### src/rtl/mdu_pkg.sv
// Shared types and helpers for the iterative multiply/divide unit.
// Op and state encodings are fixed because the decode stage and the debug tooling both rely on them.
package mdu_pkg;

  typedef enum logic [2:0] {
    OP_MULT  = 3'd0,
    OP_MULTU = 3'd1,
    OP_DIV   = 3'd2,
    OP_DIVU  = 3'd3,
    OP_MTHI  = 3'd4,
    OP_MTLO  = 3'd5,
    OP_NOP6  = 3'd6,
    OP_NOP7  = 3'd7
  } mdu_op_t;

  typedef enum logic [1:0] {
    IDLE = 2'd0,
    RUN  = 2'd1,
    FIX  = 2'd2
  } mdu_state_t;

  // negate_if works on a fixed wide vector; callers zero-extend and keep the low bits.
  // This supports WIDTH up to NEG_MAXW/2 - 1.
  localparam int NEG_MAXW = 256;

  function automatic logic [NEG_MAXW-1:0] negate_if(input logic [NEG_MAXW-1:0] value,
                                                    input logic                flag);
    return flag ? ((~value) + NEG_MAXW'(1)) : value;
  endfunction

endpackage

### src/rtl/mdu_div_step.sv
// One restoring-divide iteration: shift {rem,quot} left, trial-subtract the divisor,
// and keep the difference only when it does not go negative.
module mdu_div_step #(
  parameter int WIDTH = 32
) (
  input  logic [WIDTH-1:0] rem_i,
  input  logic [WIDTH-1:0] quot_i,
  input  logic [WIDTH-1:0] divisor_i,
  output logic [WIDTH-1:0] rem_o,
  output logic [WIDTH-1:0] quot_o
);

  logic [WIDTH:0] rem_sh;
  logic [WIDTH:0] diff;

  always_comb begin
    rem_sh = {rem_i, quot_i[WIDTH-1]};
    diff   = rem_sh - {1'b0, divisor_i};
    // rem_sh < 2*divisor, so the top bit of diff is exactly the borrow.
    if (diff[WIDTH]) begin
      rem_o  = rem_sh[WIDTH-1:0];
      quot_o = {quot_i[WIDTH-2:0], 1'b0};
    end else begin
      rem_o  = diff[WIDTH-1:0];
      quot_o = {quot_i[WIDTH-2:0], 1'b1};
    end
  end

endmodule

### src/rtl/mdu_seq.sv
// Multi-cycle multiply/divide unit owning the architectural HI/LO registers.
// Handshake: start is sampled only while busy=0; done pulses for one cycle when HI/LO update.
module mdu_seq
  import mdu_pkg::*;
#(
  parameter  int WIDTH = 32,
  localparam int CNTW  = $clog2(WIDTH + 1)
) (
  input  logic             clk,
  input  logic             reset,
  input  logic             start,
  input  logic [2:0]       op,
  input  logic [WIDTH-1:0] a,
  input  logic [WIDTH-1:0] b,
  output logic             busy,
  output logic             done,
  output logic [WIDTH-1:0] hi,
  output logic [WIDTH-1:0] lo
);

  mdu_state_t       state_q;
  logic [CNTW-1:0]  cnt_q;
  logic [WIDTH-1:0] mcand_q;
  logic [WIDTH-1:0] rem_q;
  logic [WIDTH-1:0] quot_q;
  logic             is_div_q;
  logic             qneg_q;
  logic             rneg_q;
  logic [WIDTH-1:0] hi_q;
  logic [WIDTH-1:0] lo_q;
  logic             busy_q;
  logic             done_q;

  mdu_op_t          op_t;
  logic             signed_op;
  logic [WIDTH-1:0] a_mag;
  logic [WIDTH-1:0] b_mag;

  always_comb begin
    op_t      = mdu_op_t'(op);
    signed_op = (op_t == OP_MULT) || (op_t == OP_DIV);
    a_mag     = (signed_op && a[WIDTH-1]) ? ((~a) + WIDTH'(1)) : a;
    b_mag     = (signed_op && b[WIDTH-1]) ? ((~b) + WIDTH'(1)) : b;
  end

  // Multiply keeps the multiplier in quot_q and accumulates the product top half in rem_q.
  logic [WIDTH:0]   mul_sum;
  logic [WIDTH-1:0] div_rem;
  logic [WIDTH-1:0] div_quot;
  logic [WIDTH-1:0] rem_d;
  logic [WIDTH-1:0] quot_d;

  mdu_div_step #(.WIDTH(WIDTH)) u_div_step (
    .rem_i     (rem_q),
    .quot_i    (quot_q),
    .divisor_i (mcand_q),
    .rem_o     (div_rem),
    .quot_o    (div_quot)
  );

  always_comb begin
    mul_sum = {1'b0, rem_q} + (quot_q[0] ? {1'b0, mcand_q} : '0);
    if (is_div_q) begin
      rem_d  = div_rem;
      quot_d = div_quot;
    end else begin
      {rem_d, quot_d} = {mul_sum, quot_q[WIDTH-1:1]};
    end
  end

  logic [NEG_MAXW-1:0] prod_w;
  logic [NEG_MAXW-1:0] quot_w;
  logic [NEG_MAXW-1:0] rem_w;
  logic [WIDTH-1:0]    fix_hi;
  logic [WIDTH-1:0]    fix_lo;
  logic                unused_wide;

  always_comb begin
    prod_w = negate_if(NEG_MAXW'({rem_q, quot_q}), qneg_q);
    quot_w = negate_if(NEG_MAXW'(quot_q), qneg_q);
    rem_w  = negate_if(NEG_MAXW'(rem_q), rneg_q);
    if (is_div_q) begin
      fix_hi = rem_w[WIDTH-1:0];
      fix_lo = quot_w[WIDTH-1:0];
    end else begin
      fix_hi = prod_w[2*WIDTH-1:WIDTH];
      fix_lo = prod_w[WIDTH-1:0];
    end
  end

  assign unused_wide = ^{prod_w[NEG_MAXW-1:2*WIDTH], quot_w[NEG_MAXW-1:WIDTH],
                         rem_w[NEG_MAXW-1:WIDTH]};

  always_ff @(posedge clk or posedge reset) begin
    if (reset) begin
      state_q  <= IDLE;
      cnt_q    <= '0;
      mcand_q  <= '0;
      rem_q    <= '0;
      quot_q   <= '0;
      is_div_q <= 1'b0;
      qneg_q   <= 1'b0;
      rneg_q   <= 1'b0;
      hi_q     <= '0;
      lo_q     <= '0;
      busy_q   <= 1'b0;
      done_q   <= 1'b0;
    end else begin
      done_q <= 1'b0;
      case (state_q)
        IDLE: begin
          if (start) begin
            case (op_t)
              OP_MTHI: hi_q <= a;
              OP_MTLO: lo_q <= a;
              OP_MULT, OP_MULTU: begin
                mcand_q  <= a_mag;
                quot_q   <= b_mag;
                rem_q    <= '0;
                is_div_q <= 1'b0;
                qneg_q   <= signed_op & (a[WIDTH-1] ^ b[WIDTH-1]);
                rneg_q   <= 1'b0;
                cnt_q    <= '0;
                busy_q   <= 1'b1;
                state_q  <= RUN;
              end
              OP_DIV, OP_DIVU: begin
                is_div_q <= 1'b1;
                cnt_q    <= '0;
                busy_q   <= 1'b1;
                if (b == '0) begin
                  // Divide by zero: FIX passes these through untouched (hi=a, lo=all ones).
                  mcand_q <= '0;
                  rem_q   <= a;
                  quot_q  <= '1;
                  qneg_q  <= 1'b0;
                  rneg_q  <= 1'b0;
                  state_q <= FIX;
                end else begin
                  mcand_q <= b_mag;
                  rem_q   <= '0;
                  quot_q  <= a_mag;
                  qneg_q  <= signed_op & (a[WIDTH-1] ^ b[WIDTH-1]);
                  rneg_q  <= signed_op & a[WIDTH-1];
                  state_q <= RUN;
                end
              end
              default: ;
            endcase
          end
        end
        RUN: begin
          rem_q  <= rem_d;
          quot_q <= quot_d;
          cnt_q  <= cnt_q + CNTW'(1);
          if (cnt_q == CNTW'(WIDTH - 1)) begin
            state_q <= FIX;
          end
        end
        FIX: begin
          hi_q    <= fix_hi;
          lo_q    <= fix_lo;
          done_q  <= 1'b1;
          busy_q  <= 1'b0;
          state_q <= IDLE;
        end
        default: state_q <= IDLE;
      endcase
    end
  end

  assign busy = busy_q;
  assign done = done_q;
  assign hi   = hi_q;
  assign lo   = lo_q;

endmodule

### config.mk
export PLATFORM = sky130hd
export DESIGN_NAME = mdu_seq
export DESIGN_NICKNAME = d
export VERILOG_FILES = /design/src/rtl/mdu_pkg.sv /design/src/rtl/mdu_div_step.sv /design/src/rtl/mdu_seq.sv
export SDC_FILE = /design/constraint.sdc
export NUM_CORES = 1
export LEC_CHECK = 0
export ABC_AREA = 0
export CAP_MARGIN = 10
export CELL_PAD_IN_SITES_DETAIL_PLACEMENT = 1
export CELL_PAD_IN_SITES_GLOBAL_PLACEMENT = 2
export CORE_MARGIN = 4
export CORE_UTILIZATION = 36
export DETAILED_ROUTE_END_ITERATION = 7
export PLACE_DENSITY_LB_ADDON = 0.1
export SYNTH_ARGS = -nofsm -noshare
export SYNTH_HDL_FRONTEND = slang
export SYNTH_HIERARCHICAL = 1
export SYNTH_SLANG_ARGS = --single-unit
export TNS_END_PERCENT = 5
### constraint.sdc
create_clock -name clk -period 8.3 [get_ports clk]
set_input_delay 1.66 -clock clk [delete_from_list [all_inputs] [get_ports clk]]
set_output_delay 1.66 -clock clk [all_outputs]
set_load 0.03 [all_outputs]
======== After elaboration in Yosys (flattened, before gate mapping) ========
Cells that the tools add are included.
storage, ports and cells
  bits of input ports ..................... 70
  flip-flop bits (word level) ............. 173
  output and inout bits ................... 66
  word-level logic and storage cells ...... 106
cells by class
  multiplexer cells ....................... 45
  reductions and logical operators ........ 19
  bitwise gates (word level) .............. 8
  equal/unequal tests ..................... 14
  add/sub/neg operators ................... 8
operator list
  operator                                                               number
  32-bit 2-to-1 mux                                                      19
  32-bit case mux with 2 select lines                                    7
  32-bit by 1-bit adder with 32-bit output, second input constant        4
  32-bit NOT                                                             4
  64-bit by 1-bit adder with 64-bit output, second input constant        1
  64-bit 2-to-1 mux                                                      1
  64-bit NOT                                                             1
  32-bit by 32-bit adder with 33-bit output                              1
  33-bit by 32-bit subtractor with 33-bit output                         1
  32-bit logical NOT                                                     1
  3-bit AND reduction                                                    7
  6-bit 2-to-1 mux                                                       2
  6-bit case mux with 2 select lines                                     1
  1-bit case mux with 2 select lines                                     4
  2-bit case mux with 2 select lines                                     2
  6-bit by 1-bit adder with 6-bit output, second input constant          1
  3-bit by 2-bit equality test with 1-bit output, second input constant  2
  3-bit equality test, second input constant                             2
  6-bit by 5-bit equality test with 1-bit output, second input constant  1
  1-bit 2-to-1 mux                                                       6
  2-bit 2-to-1 mux                                                       3
  2-bit != test, second input constant                                   3
  2-bit nonzero test                                                     3
  2-bit by 1-bit != test with 1-bit output, second input constant        2
  12 further kinds                                                       15

======== Longest topological paths before layout ========
Gate-level depths: netlist of run 1.
  depth in word-level cells ............... 8
  mapped depth ............................ 19
  gate-level depth less buffers ........... 17

======== Cells and area by module ========
Netlist of run 1, hierarchy kept.
by module, submodules not included
  module        times used  area an instance (µm²)  cells an instance
  mdu_seq       1           13401.6                 1611
  mdu_div_step  1           2591.2                  336

======== Least setup slack after synthesis of run 1 ========
No wires, ideal clock.
  path kind ............................... input to register
  start ................................... input port b[15]
  end ..................................... register rem_q[31]
  required time ........................... 8.235 ns
  cell stages on the path ................. 8
  path slack .............................. 4.446 ns
  library setup time ...................... 0.065 ns
  arrival ................................. 3.789 ns
  cells stage by stage .................... or4_4 > or4_4 > or4_4 > nor3_4 > buf_6 > a21oi_1 > o31ai_1 > o21a_1
between the ends
  cells in the longest elaborated chain, start to end .. 5
ends and longest elaborated chain
  item                                 RTL line        source
  start, declared                      mdu_seq.sv:14   input logic [WIDTH-1:0] b,
  32-bit logical NOT                   mdu_seq.sv:131  if (b == '0) begin
  32-bit 2-to-1 mux                    mdu_seq.sv:131
  32-bit case mux with 2 select lines  mdu_seq.sv:113  case (op_t)
  32-bit 2-to-1 mux                    mdu_seq.sv:112  if (start) begin
  32-bit case mux with 2 select lines  mdu_seq.sv:110  case (state_q)
  end signal, assigned                 mdu_seq.sv:153  rem_q <= rem_d;
  end, declared                        mdu_seq.sv:24   logic [WIDTH-1:0] rem_q;
No other way between the ends. The select of a mux whose other input is x is not followed.
A chain may end at the register's enable or synchronous reset.

======== Final worst setup path of run 1 ========
  start ................................... input port b[3]
  end ..................................... register rem_q[24]
Same word-level chain as after synthesis.

==> results.cfg, run 1 <==
[grt]
antenna_found_initial = 1
grt_pass1_wl_um = 105200
track_usage = 0.2943
grt_max_degree = 109
gr-total-overflow = 0
grt_pass1_vias = 15910

[yosys]
synth-seq-cells = 173
synthesis.nets = 2088
seq_area_frac_synth = 0.2707
synth_edf_count = 0
synth_cell_types = 104
yosysWarnings = 6
synthCells = 1947
post_synth_instance_area_um2 = 15990
synth_top_flop_cell = dfrtp_1
avgSynthCellArea_um2 = 8.214
ys_async_sr_fraction = 1.000

[worst_setup_path]
r2r_start = quot_q[31]
cp_max_fo = 11
reg2reg_to = rem_q[14]
worstSetupEndpointType = flop
worstPathArrival_ns = 5.47
crit_type = in2reg
start_kind = primary input
required_ns = 8.72
r2r_cells = 17
ff2ff_setup_slack_ns = 3.45

[route]
finalWirelength_um = 70330
drtIter0Drc = 1224
drt_pass1_iterations = 6
ant_nets = 0
drt-wirelength-per-cell_um = 27.43
drc = 0
num_vias = 15690
via_per_inst = 6.117

[sta]
setup_viol = 0
worst_pin_slew_ns = 1.116
hold_viol = 0
fin_skew_ns = 0.01504
max_freq_mhz = 198.0
period_minus_slack_ns = 5.049
slew_headroom = 0.2520
min_period_over_period = 0.6084
setup_tns_ns = 0
rsz0062_at_grt = false
maxSlewViolCount = 0

[final_layout]
insertedDiodeCount = 0
multiInputGateArea_um2 = 10670
drive_gt1_frac = 0.07529
syn_to_final_growth_pct = 12.90
seq_area_um2 = 4330
nNetsFinal = 2107
final_common_cell = o21ai_0
n_fill_cell = 5200
mostFrequentLayoutCells = o21ai_0, nand2_1, dfrtp_1

[clocking]
ctsLongestPathBuffers = 2
clk_latency_ns = 0.51
cts_max_level = 4
cts_setup_buffers = 0
clockRootBuffer = clkbuf_16
cts_resized = 0
numCtsBuffers = 17
clk_pin_slew_ns = 0.08
numClockSinks = 173
hold_buffers = 0
tritoncts = built

[hold_path]
holdPathStages = 2
min_to = mcand_q[0]
hold_start = mcand_q[0]
hold_class = reg2reg

[floorplanning]
die-area_um2 = 47860
std_cell_rows = 76
initial_core_util = 0.3680
die_h_um = 218.8
dieWidth_um = 218.8
core_um2 = 43460
ios = 136

[power_and_ir_drop]
p_leak_nw = 7.497
power.switching_mw = 4.597
pwr-share-seq = 0.213
finalPower_mw = 8.884
p_comb_frac = 0.684
swShare = 0.5175
power_density_nw_per_um2 = 492.0
peakVddDrop_v = 0.0002224
internal-power_mw = 4.287
clkPwrFrac = 0.103

[job]
timing.max_cap.violations = 0

[placement]
hpwl_um = 52520
io_buffers = 135
gp_congestion = 0.9541

[outcome]
status = complete, no violations
## kinds of logic after synthesis
group	synth area share
AOI/OAI and AO/OA	0.2448
and+or+nand+nor	0.1878
buffers and inverters	0.06415
DFF	0.2707
xor gates and xnor gates	0.08708
muxes	0.08903
adders and majority gates	0.05649
## layer usage
| metal | vias to the layer above | wire length (µm) | global-route usage |
|---|---|---|---|
| li1 | 7148 | - | - |
| met2 | 418 | 32250 | 0.4729 |
| met1 | 8023 | 32230 | 0.4012 |
| met4 | 2 | 2535 | 0.1104 |
| met3 | 94 | 3300 | 0.04500 |
| met5 | - | 11 | 0 |
## power by group through the flow
stage / Sequential, mW / Clock [mW] / Combinational, mW
CTS: 1.89 / 0.929 / 6.02
detailed placement: 1.90 / 0 / 5.97
global route: 1.95 / 0.965 / 6.59
finish: 1.90 / 0.912 / 6.08
floorplan: 1.88 / 0 / 4.25
global placement: 1.89 / 0 / 5.90
## worst max-delay path, cell delays in order
cell and delay [ns]:
clkdlybuf4s50_1 0.50, nor4_1 0.72, nand4_1 0.52, or4_4 0.77, nor3_2 0.92, a222oi_1 0.22
o211ai_1 0.15
## layout make-up
| type | instances | area share |
|---|---|---|
| multi-input combinational | 1564 | 0.5909 |
| timing repair buffer | 153 | 0.08232 |
| tap | 585 | 0.04054 |
| sequential | 173 | 0.2398 |
| clock inverter | 11 | 0.009286 |
| inverter | 57 | 0.01275 |
| clock buffer | 21 | 0.02439 |
## cell usage after synthesis (all sizes together) (20+ instances only)
library cell	instances	area (µm²)
o21ai	207	1036
nand2	177	666.9
dfrtp	173	4329
a21oi	155	783.3
nor2	135	514.2
clkbuf	93	349.1
xnor2	87	762.0
mux2i	72	733.2
xor2	72	630.6
ha	69	863.3
buf	58	434.2
inv	56	217.7
mux2	55	690.7
and2	39	247.7
nand3	36	180.2
nor3	36	196.4
a21o	32	241.5
or3	25	156.4
a221oi	22	192.7
nand4	22	137.6
nor4	20	140.1
## flip-flops by register name, summed over array words and instances (netlist names)
name and cells:
cnt_q 6, mcand_q 32, busy 1, hi 32, rneg_q 1, rem_q 32
quot_q 32, done 1, state_q 2, is_div_q 1, qneg_q 1, lo 32
## per-stage QoR
stage	std cells	setup WS [ns]	area [µm²]	utilization	hold WS, ns
global placement	2532	2.997	17450	0.4015	0.4835
global route	2564	3.041	18060	0.4155	0.5556
finish	2564	3.251	18060	0.4155	0.5113
detailed placement	2532	2.943	17450	0.4015	0.4953
CTS	2564	3.470	18060	0.4155	0.5120
floorplan	1947	1.952	15990	-	0.4525
## worst max-delay path by stage
stage                     start  cells after the start        end
final                      b[3]                      7  rem_q[24]
after global routing       b[3]                      7  rem_q[24]
after CTS                  b[3]                      7  rem_q[24]
after detailed placement   b[3]                      7  rem_q[24]
after global placement     b[3]                      7  rem_q[24]
after floorplan           reset                      1       busy
No activity file was read; power rests on OpenSTA's default activity.
==> inputs of run 2 (changes only) <==
Settings changed: CORE_UTILIZATION 36 to 33.
Clock period 8.3 ns to 4.4 ns, I/O delays scaled along.
==> results.cfg, run 2 (same netlist as run 1, synthesis figures left out) <==
[route]
ant_nets = 0
via_per_inst = 5.968
drtIter0Drc = 1075
drt-wirelength-per-cell_um = 27.55
num_vias = 16070
drt_pass1_iterations = 5
finalWirelength_um = 74170
drc = 0

[placement]
hpwl_um = 56650
io_buffers = 135
gp_congestion = 0.9017
dp_cells = 2658

[floorplanning]
dieWidth_um = 228.1
die-area_um2 = 52050
ios = 136
die_h_um = 228.1
std_cell_rows = 80
initial_core_util = 0.3343
core_um2 = 47850

[hold_path]
holdPathStages = 2
hold_class = reg2reg

[clocking]
numClockSinks = 173
clk_pin_slew_ns = 0.08
ctsLongestPathBuffers = 2
numCtsBuffers = 17
clk_latency_ns = 0.52
tritoncts = built
cts_max_level = 4
clockRootBuffer = clkbuf_16
cts_resized = 0

[worst_setup_path]
worstPathArrival_ns = 4.46
cp_max_fo = 24
crit_type = reg2reg
critPathMaxStageDelay_ns = 0.40
start_kind = flop
worstSetupEndpointType = flop
slowest_stage = fa_1
crit_chain = inv_1, ha_1, fa_1, and2b_1, o2111ai_2, a21oi_2, o2111ai_1, a211oi_2, nor2_4, mux2i_4, and2_4, inv_8, mux2_4, nand2_1, o21ai_0, a22o_1, a221o_1
required_ns = 4.80
r2r_cells = 17

[power_and_ir_drop]
finalPower_mw = 16.98
p_leak_nw = 7.988
power_density_nw_per_um2 = 900.0
peakVddDrop_v = 0.0003775

[grt]
grt_max_degree = 70
gr-total-overflow = 0
track_usage = 0.2797
grt_pass1_vias = 16580
antenna_found_initial = 1
grt_pass1_wl_um = 110300

[sta]
max_freq_mhz = 246.3
setup_tns_ns = 0
maxSlewViolCount = 0
fin_skew_ns = 0.01331
slew_headroom = 0.3150
setup_viol = 0
min_period_over_period = 0.9229
worst_pin_slew_ns = 1.018
period_minus_slack_ns = 4.061
rsz0062_at_grt = false
hold_viol = 0

[final_layout]
n_fill_cell = 5712
layout.cells.non_filler = 2692
syn_to_final_growth_pct = 17.99
nNetsFinal = 2205
fin_util = 0.3944
insertedDiodeCount = 0
final_common_cell = o21ai_0
mostFrequentLayoutCells = o21ai_0, nand2_1, dfrtp_1
drive_gt1_frac = 0.1208

[job]
timing.max_cap.violations = 0

[outcome]
status = complete, no violations
[run 2: per-layer routing]
metal | vias up | GRT usage | share of wire
met2 | 406 | 0.4699 | 0.48
li1 | 7359 | - | -
met3 | 86 | 0.03867 | 0.036
met4 | 0 | 0.09529 | 0.032
met5 | - | 0 | 0
met1 | 8216 | 0.3705 | 0.45
[run 2: area by class of cell]
type | count | area [µm²] | area share
Clock buffer | 17 | 425.4 | 0.02254
Clock inverter | 15 | 172.7 | 0.009151
Inverter | 57 | 226.5 | 0.01200
Multi-Input combinational cell | 1564 | 10670 | 0.5656
Sequential cell | 173 | 4330 | 0.2295
Tap cell | 615 | 769.5 | 0.04078
Timing Repair Buffer | 251 | 2272 | 0.1204
[run 2: path summary, 6_finish.rpt]
check / start / to / slack (ns)
max in group asynchronous: reset / is_div_q / 2.69
min reg2reg: busy / busy / 0.52
min: busy / busy / 0.52
min in group asynchronous: reset / cnt_q[0] / 0.84
max: quot_q[31] / rem_q[14] / 0.34
max reg2reg: quot_q[31] / rem_q[14] / 0.34
[run 2: power breakdown]
group / switching (mW) / total, mW / internal, mW
Combinational: 6.96 / 12.0 / 5.07
Clock: 0.843 / 1.70 / 0.857
Sequential: 0.877 / 3.25 / 2.37
Total: 8.68 / 17.0 / 8.30
[run 2: through the flow]
stage | hold WS [ns] | worst slack (ns) | instance area, µm²
3_5_place_dp | 0.4997 | 0.2377 | 18260
6_report | 0.5154 | 0.3394 | 18870
5_1_grt | 0.5612 | 0.07118 | 18870
2_1_floorplan | 0.4525 | 0.5517 | 16000
3_3_place_gp | 0.4811 | 0.2223 | 18260
4_1_cts | 0.5174 | 0.2150 | 18850
[run 2: critical path: cells and delay by family, from the launching register on]
family	cells	cell delay [ns]
DFF	1	0.36
AOI/OAI and AO/OA	7	1.49
adders and majority gates	2	0.62
and+or+nand+nor	4	0.64
buffers and inverters	2	0.27
muxes	2	0.54
[run 2: timing repair]
action	CTS	global route
hold buffers	0	0
endpoints found under the hold margin	0	0
setup buffers	0	2
endpoints found under the setup margin	0	3
==> inputs of run 3 (changes only) <==
Settings changed: HOLD_SLACK_MARGIN set to 0.06, SLEW_MARGIN set to 20.
==> results of run 3 <==
Same layout as run 2: the final DEF is identical, and so are final timing and power.
